`src/rtl/queue_admission_ctrl.sv`:
```
// rtl/queue_admission_ctrl.sv - tail-drop admission controller with per-queue occupancy tracking
//
// Purpose:
//   Looks up each enqueue request's queue length limit in an external length
//   memory, compares it with a locally tracked occupancy, and emits an
//   accept/drop decision. Scheduler dequeue notifications decrement occupancy.
//
// Ports:
//   clk_i, rst_ni                  clock, asynchronous active-low reset
//   enq_valid_i/enq_ready_o        enqueue request handshake (id, len)
//   deq_valid_i, deq_queue_id_i,
//   deq_len_i                      dequeue notification, no backpressure
//   lm_queue_id_o, lm_max_len_i    length-memory lookup (limit valid one cycle later)
//   dec_valid_o/dec_ready_i        decision handshake (accept, echoed id/len)
//   wb_*                           statistics read/clear port
//
// Optional feature:
//   QUEUE_ADMISSION_STATS_EN       saturating accept/drop counters on the Wishbone port

module queue_admission_ctrl #(
    parameter int QUEUE_ID_WIDTH         = 32,
    parameter int MAX_QUEUE_LENGTH_WIDTH = 24,
    parameter int PKT_LEN_WIDTH          = 16,
    parameter int WB_ADDR_WIDTH          = 22,
    parameter int WB_DATA_WIDTH          = 32
) (
    input  logic                              clk_i,
    input  logic                              rst_ni,
    input  logic                              enq_valid_i,
    output logic                              enq_ready_o,
    input  logic [QUEUE_ID_WIDTH-1:0]         enq_queue_id_i,
    input  logic [PKT_LEN_WIDTH-1:0]          enq_len_i,
    input  logic                              deq_valid_i,
    input  logic [QUEUE_ID_WIDTH-1:0]         deq_queue_id_i,
    input  logic [PKT_LEN_WIDTH-1:0]          deq_len_i,
    output logic [QUEUE_ID_WIDTH-1:0]         lm_queue_id_o,
    input  logic [MAX_QUEUE_LENGTH_WIDTH-1:0] lm_max_len_i,
    output logic                              dec_valid_o,
    input  logic                              dec_ready_i,
    output logic                              dec_accept_o,
    output logic [QUEUE_ID_WIDTH-1:0]         dec_queue_id_o,
    output logic [PKT_LEN_WIDTH-1:0]          dec_len_o,
    input  logic                              wb_cyc_i,
    input  logic                              wb_we_i,
    input  logic [WB_ADDR_WIDTH-1:0]          wb_adr_i,
    input  logic [WB_DATA_WIDTH-1:0]          wb_dat_i,
    output logic                              wb_ack_o,
    output logic [WB_DATA_WIDTH-1:0]          wb_dat_o
);

    // One guard bit above the limit width so occupancy can never wrap.
    localparam int OCC_W = MAX_QUEUE_LENGTH_WIDTH + 1;

    typedef enum logic [1:0] {
        ST_IDLE,
        ST_LOOKUP,
        ST_CHECK,
        ST_OUT
    } state_t;

    state_t state_q, state_d;

    logic [QUEUE_ID_WIDTH-1:0] id_q;
    logic [PKT_LEN_WIDTH-1:0]  len_q;
    logic [OCC_W-1:0]          occ_q [8];
    logic [OCC_W-1:0]          occ_d [8];
    logic [OCC_W:0]            inc_w [8];
    logic [OCC_W:0]            dq_w  [8];
    logic [OCC_W:0]            tot_w [8];

    logic [2:0]   sel;
    logic [OCC_W:0] len_ext;
    logic [OCC_W:0] deq_ext;
    logic [OCC_W:0] sum_w;
    logic [OCC_W:0] limit_ext;
    logic         accept_w;
    logic         do_check;
    logic         enq_commit;
    logic         wb_req;

    // ------------------------------------------------------------------
    // FSM
    // ------------------------------------------------------------------
    always_ff @(posedge clk_i or negedge rst_ni) begin
        if (!rst_ni) begin
            state_q <= ST_IDLE;
        end else begin
            state_q <= state_d;
        end
    end

    always_comb begin
        state_d     = state_q;
        enq_ready_o = 1'b0;
        dec_valid_o = 1'b0;
        case (state_q)
            ST_IDLE: begin
                enq_ready_o = 1'b1;
                if (enq_valid_i) begin
                    state_d = ST_LOOKUP;
                end
            end
            ST_LOOKUP: begin
                state_d = ST_CHECK;
            end
            ST_CHECK: begin
                state_d = ST_OUT;
            end
            ST_OUT: begin
                dec_valid_o = 1'b1;
                if (dec_ready_i) begin
                    state_d = ST_IDLE;
                end
            end
            default: begin
                state_d = ST_IDLE;
            end
        endcase
    end

    // ------------------------------------------------------------------
    // Limit check: compares pre-update occupancy, widened so the sum of
    // occupancy and packet length cannot overflow.
    // ------------------------------------------------------------------
    assign sel        = id_q[2:0];
    assign len_ext    = {{(OCC_W + 1 - PKT_LEN_WIDTH){1'b0}}, len_q};
    assign deq_ext    = {{(OCC_W + 1 - PKT_LEN_WIDTH){1'b0}}, deq_len_i};
    assign sum_w      = {1'b0, occ_q[sel]} + len_ext;
    assign limit_ext  = {2'b00, lm_max_len_i};
    assign accept_w   = (sum_w <= limit_ext);
    assign do_check   = (state_q == ST_CHECK);
    assign enq_commit = do_check && accept_w;

    // Lookup id is simply the latched request id; it is stable from LOOKUP
    // through OUT because it only changes on the next IDLE handshake.
    assign lm_queue_id_o = id_q;

    always_ff @(posedge clk_i or negedge rst_ni) begin
        if (!rst_ni) begin
            id_q           <= '0;
            len_q          <= '0;
            dec_accept_o   <= 1'b0;
            dec_queue_id_o <= '0;
            dec_len_o      <= '0;
        end else begin
            if (state_q == ST_IDLE && enq_valid_i) begin
                id_q  <= enq_queue_id_i;
                len_q <= enq_len_i;
            end
            if (do_check) begin
                dec_accept_o   <= accept_w;
                dec_queue_id_o <= id_q;
                dec_len_o      <= len_q;
            end
        end
    end

    // ------------------------------------------------------------------
    // Occupancy: add the accepted length first, then subtract the dequeued
    // length, clamping at zero. Handles a same-cycle accept and dequeue on
    // the same queue as a single combined update.
    // ------------------------------------------------------------------
    always_comb begin
        for (int i = 0; i < 8; i++) begin
            inc_w[i] = '0;
            dq_w[i]  = '0;
            if (enq_commit && sel == 3'(i)) begin
                inc_w[i] = len_ext;
            end
            if (deq_valid_i && deq_queue_id_i[2:0] == 3'(i)) begin
                dq_w[i] = deq_ext;
            end
            tot_w[i] = {1'b0, occ_q[i]} + inc_w[i];
            occ_d[i] = (tot_w[i] > dq_w[i]) ? OCC_W'(tot_w[i] - dq_w[i]) : '0;
        end
    end

    always_ff @(posedge clk_i or negedge rst_ni) begin
        if (!rst_ni) begin
            for (int i = 0; i < 8; i++) begin
                occ_q[i] <= '0;
            end
        end else begin
            for (int i = 0; i < 8; i++) begin
                occ_q[i] <= occ_d[i];
            end
        end
    end

    // ------------------------------------------------------------------
    // Wishbone statistics port: single-cycle ack per request.
    // ------------------------------------------------------------------
    assign wb_req = wb_cyc_i && !wb_ack_o;

    always_ff @(posedge clk_i or negedge rst_ni) begin
        if (!rst_ni) begin
            wb_ack_o <= 1'b0;
        end else begin
            wb_ack_o <= wb_req;
        end
    end

`ifdef QUEUE_ADMISSION_STATS_EN
    logic [31:0] acc_cnt_q;
    logic [31:0] drop_cnt_q;
    logic        unused_bits;

    assign unused_bits = ^{deq_queue_id_i[QUEUE_ID_WIDTH-1:3], wb_adr_i[WB_ADDR_WIDTH-1:1], wb_dat_i};

    // A write clear takes priority over a same-cycle increment.
    always_ff @(posedge clk_i or negedge rst_ni) begin
        if (!rst_ni) begin
            acc_cnt_q  <= '0;
            drop_cnt_q <= '0;
            wb_dat_o   <= '0;
        end else begin
            if (wb_req && wb_we_i && !wb_adr_i[0]) begin
                acc_cnt_q <= '0;
            end else if (do_check && accept_w && acc_cnt_q != 32'hFFFF_FFFF) begin
                acc_cnt_q <= acc_cnt_q + 32'd1;
            end
            if (wb_req && wb_we_i && wb_adr_i[0]) begin
                drop_cnt_q <= '0;
            end else if (do_check && !accept_w && drop_cnt_q != 32'hFFFF_FFFF) begin
                drop_cnt_q <= drop_cnt_q + 32'd1;
            end
            wb_dat_o <= wb_adr_i[0] ? WB_DATA_WIDTH'(drop_cnt_q) : WB_DATA_WIDTH'(acc_cnt_q);
        end
    end
`else
    logic unused_bits;

    assign unused_bits = ^{deq_queue_id_i[QUEUE_ID_WIDTH-1:3], wb_we_i, wb_adr_i, wb_dat_i};

    always_ff @(posedge clk_i or negedge rst_ni) begin
        if (!rst_ni) begin
            wb_dat_o <= '0;
        end else begin
            wb_dat_o <= '0;
        end
    end
`endif

endmodule

```
`config.mk`:
```
export PLATFORM = sky130hd
export DESIGN_NAME = queue_admission_ctrl
export DESIGN_NICKNAME = d
export VERILOG_FILES = /design/src/rtl/queue_admission_ctrl.sv
export SDC_FILE = /design/constraint.sdc
export NUM_CORES = 1
export LEC_CHECK = 0
export BUFFER_PORTS_ARGS = -buffer_cell sky130_fd_sc_hd__buf_2
export CAP_MARGIN = 30
export CORE_ASPECT_RATIO = 0.5
export CORE_MARGIN = 4
export CORE_UTILIZATION = 60
export DETAILED_ROUTE_END_ITERATION = 6
export PLACE_DENSITY = 0.81
export REMOVE_ABC_BUFFERS = 1
export SYNTH_ARGS = -nofsm -noshare
export SYNTH_HDL_FRONTEND = slang
export SYNTH_SLANG_ARGS = --single-unit
```
`constraint.sdc`:
```
create_clock -name clk_i -period 14.58 [get_ports clk_i]
set_input_delay 1.458 -clock clk_i [delete_from_list [all_inputs] [get_ports clk_i]]
set_output_delay 1.458 -clock clk_i [all_outputs]
set_load 0.02 [all_outputs]
```
# Word-level counts from Yosys, hierarchy flattened

Index checks and enable logic that the tools add are counted.

Register bits: 300
Bits in latches: 0
Bits in writable memories: 0
Memory bits (read-only): 0
Input bits: 181
Output and inout port bits: 116
Logic and storage cells: 118
Memories kept: 0

$add $sub $neg: 17
Multipliers: 0
Div/mod/pow operators: 0
$lt $le $gt $ge: 10
Eq/ne operators: 19
Shift operators: 0
Multiplexer cells: 32
Bitwise logic cells: 1
Reductions and logical operators: 24

Operators with widths:

| operator                                                 | number |
|---|---|
| 2-to-1 mux 16 bit                                        | 16 |
| 2-to-1 mux 25 bit                                        | 10 |
| adder 25 x 16 -> 26 bit                                  | 9 |
| > comparator 26 x 16 -> 1 bit                            | 8 |
| subtractor 25 bit                                        | 7 |
| binary-select mux 25 bit (select 3 bit)                  | 1 |
| less-or-equal comparator 26 x 24 -> 1 bit                | 1 |
| subtractor 25 x 16 -> 25 bit                             | 1 |
| == test 3 bit, second input constant                     | 8 |
| logical AND 1 bit                                        | 19 |
| == test 3 x 2 -> 1 bit, second input constant            | 4 |
| case mux 2 bit (4 select lines)                          | 1 |
| == test 3 x 1 -> 1 bit, second input constant            | 2 |
| logical NOT 3 bit                                        | 2 |
| == test 2 bit, second input constant                     | 2 |
| greater-or-equal comparator 4 bit, second input constant | 1 |
| 2-to-1 mux 2 bit                                         | 2 |
| inequality test 2 bit, second input constant             | 2 |
| inverter 3 -> 4 bit                                      | 1 |
| == test 2 x 1 -> 1 bit, second input constant            | 1 |
| logical NOT 2 bit                                        | 1 |
| 2-to-1 mux 1 bit                                         | 2 |
| AND reduction 2 bit                                      | 1 |
| logical NOT 1 bit                                        | 1 |

# Depth between registers and ports, before layout

Depth after elaboration: 12
Depth in mapped cells: 51
Mapped depth without buffers: 45

# Worst setup path before layout

Ideal clock, no wire load.

Path type: reg-to-reg
Start: reg id_q[0] (netlist: lm_queue_id_o[0])
End: reg occ_q[192] (netlist name)
Setup time: 119 ps
Arrival time: 10690 ps
Data required time: 14461 ps
Slack: 3771 ps
Cell stages (with the launch flop): 46
Path buffers: 6
Clock period less this slack: 10809 ps
Cell sequence: dfrtp_1 > buf_4 > buf_1 > buf_1 > clkbuf_1 > mux4_2 > mux2_2 > ha_1 > a21o_1 > a21o_1 > o31a_1 > a311oi_1 > o41ai_1 > a31o_2 > a21oi_1 > nor2_1 > xnor2_1 > ha_1 > (+10 left out) > fa_1 > a21oi_1 > o21ai_0 > a2111o_1 > o21a_1 > a21o_1 > a21oi_1 > xnor2_1 > ha_1 > nor2b_1 > o21ai_0 > o21ai_0 > or2_2 > a221oi_1 > a21oi_1 > nor4_4 > buf_6 > nor2_2

RTL lines:

| what                           | line | source |
|---|---|---|
| start: declaration             | 63   | `logic [QUEUE_ID_WIDTH-1:0] id_q;` |
| start signal: assignment       | 147  | `id_q <= enq_queue_id_i;` |
| end signal: indexed assignment | 185  | `occ_q[i] <= occ_d[i];` |
| end: declaration               | 65   | `logic [OCC_W-1:0] occ_q [8];` |

==> flow_summary.ini <==
[status]
outcome = completed

[worst_setup_path]
r2r_slack_ns = 2.28
cp-endpoint = occ_q[177]
cp_max_fo = 62
crit_slowest_cell = dfrtp_4
crit_top_cell = a21oi_1
crit_required_ns = 15.08
startpoint_type = flop
max_stage_delay_ns = 1.02
arrival_ns = 12.80
reg2reg_depth = 43
end_kind = flop
path_class = flop to flop
reg2reg_from = lm_queue_id_o[0]
r2r_end = occ_q[177]
startpoint = lm_queue_id_o[0]

[sta]
setup_viol = 0
rsz0062_at_grt = false
setup_ws_ns = 2.28
setup_tns_ns = 0
hold_viol = 0
post-route-period-util_pct = 84.4
min_period_ns = 12.30
fin_skew_ns = 0.0288
fmax_ghz = 0.0813
slew_headroom_pct = 29.4
tightestPinTransition_ns = 1.06
finalMaxSlewViolations = 0

[cells_and_area]
layout_commonest_cell = nor2_1
nets = 4064
drive_above_1_share_pct = 14.5
final_cell_mix = 419 x nor2_1, 298 x ha_1, 297 x dfrtp_1
final_area_sq_mm = 0.0319
area_growth_pct = 8.30
fill_cells = 3936
fin_util_pct = 65.7

[yosys]
syn_inst = 3440
avgSynthCellArea_sq_um = 8.57
async_flop_share_pct = 100
synth_edf_count = 0
ys_ff_latch = 300
yosys_warnings = 0
synth_area_leader_cell = dfrtp_1
synth_top_area_share_pct = 25.5
ys_seq_area_share_pct = 25.5
synth_area_leaders = dfrtp_1 25%, ha_1 13%, xnor2_1 5.5%, nor2_1 5.3%, mux2_2 4.5%
yosysUniqueCellTypes = 86
syn-cell-area_sq_mm = 0.0295
ys.flop_type = dfrtp_1

[routing]
route.detailed.drc = 0
drt_iter0_drc = 3294
vias_per_cell = 6.37
wl_per_cell_um = 20.9
postRouteWirelength_um = 88700
dr.pass1.iters = 6
vias = 27000
ant_nets = 0

[clocking]
cts.hold.buffers_added = 0
h-tree-depth = 1
clock_latency_ns = 0.62
clk_path_buf_depth = 3
cts_tree = built
postCtsResizedCells = 0
cts_inserted_buffers = 30
clock_sinks = 300
clkTransAtPathRegs_ns = 0.07
cts_root_buf = clkbuf_16
cts_setup_buffers = 0

[grt]
antenna_found_initial = 2
grt_max_degree = 73
grt_pass1_wl_um = 138000
grt.overflow.total = 0
grt.total_usage_pct = 33.0
grt_pass1_vias = 25900

[hold_path]
hold_path_class = flop to flop

[run]
maxCapViolCount = 0

[floorplan]
die_x_um = 321
die-area_sq_mm = 0.0529
io_pins = 297
core_area_sq_mm = 0.0486
row_count = 57
start_util_pct = 60.7
die-height_um = 165

[place]
place_area_sq_mm = 0.0309
dp_hpwl_um = 70200
pre_cts_slack_ns = 2.54
port_buffers = 180
gp_congestion = 0.989

[pwr]
irDropWorstVdd_v = 0.000118
p_total_w = 0.00874
total_leakage_power_nw = 14.5
p_per_area_mw_per_mm2 = 274
[flip-flops by register name, summed over array words and instances, names as in the netlist]
| signal | count |
|---|---|
| len_q | 16 |
| lm_queue_id_o | 32 |
| wb_ack_o | 1 |
| dec_len_o | 16 |
| occ_q | 200 |
| dec_queue_id_o | 32 |
| dec_accept_o | 1 |
| state_q | 2 |
[worst min-delay path by stage]
stage | startpoint | endpoint | slack [ns] | depth (start not counted)
2_1_floorplan | state_q[0] | state_q[0] | 0.50 | 1
3_3_place_gp | wb_ack_o | wb_ack_o | 0.43 | 1
3_5_place_dp | wb_ack_o | wb_ack_o | 0.42 | 1
4_1_cts | wb_ack_o | wb_ack_o | 0.43 | 1
5_1_grt | wb_ack_o | wb_ack_o | 0.45 | 1
6_report | wb_ack_o | wb_ack_o | 0.43 | 1
[final cells by class]
class | count | area [sq um] | share of cell area, %
diodes | 1 | 2.50 | 0.00784
inverters | 127 | 477 | 1.49
multi-input cells | 2895 | 20900 | 65.5
flip-flops and latches | 300 | 7510 | 23.5
well taps | 649 | 812 | 2.54
repair buffers | 213 | 1180 | 3.70
clock buffers | 38 | 831 | 2.60
clock inverters | 18 | 183 | 0.572
[through the flow]
step                      hold slack [ns]  instances
final                               0.435       4241
after global routing                0.447       4241
after CTS                           0.434       4240
after detailed placement            0.423       4184
after global placement              0.431       4176
after floorplan                     0.500       3322
[layer usage]
| layer | share of wire (%) | vias to the layer above | GRT usage, % |
|---|---|---|---|
| li1 | - | 12600 | - |
| met2 | 43 | 1286 | 52.1 |
| met5 | 0 | - | 0 |
| met1 | 42 | 13000 | 46.0 |
| met4 | 2.9 | 0 | 9.22 |
| met3 | 13 | 175 | 7.38 |
[power breakdown]
group | total, W | switching [W] | internal, W
clock | 0.000828 | 0.000385 | 0.000444
sequential | 0.00185 | 0.000569 | 0.00128
combinational | 0.00606 | 0.00344 | 0.00262
[critical path: cells and delay by family, from the launching register on]
family                   cells  cell delay [ns]
AO/OA/AOI/OAI               20             4.81
AND/OR/NAND/NOR             10             2.33
adder cells (fa/ha/maj)      5             1.58
buffers and inverters        4             1.14
flip-flops                   1             1.02
multiplexers                 2             0.96
XOR/XNOR                     2             0.24
[synth_stat cells (all sizes together) (75+ instances only)]
master / instances
o21ai: 157
a21o: 113
ha: 299
buf: 75
a21oi: 220
dfrtp: 300
nand2: 278
nand3: 80
inv: 127
nor2: 439
xor2: 110
xnor2: 184
mux2: 118
[cells by family after synthesis]
family / share of synthesized area [%]
AOI/OAI and AO/OA: 18.2
xor gates and xnor gates: 8.74
adders and majority gates: 13.8
buffers and inverters: 4.08
DFF: 25.5
muxes: 9.04
other: 0.0127
and+or+nand+nor: 20.6
Note: power is estimated with default switching activity, not from simulation.
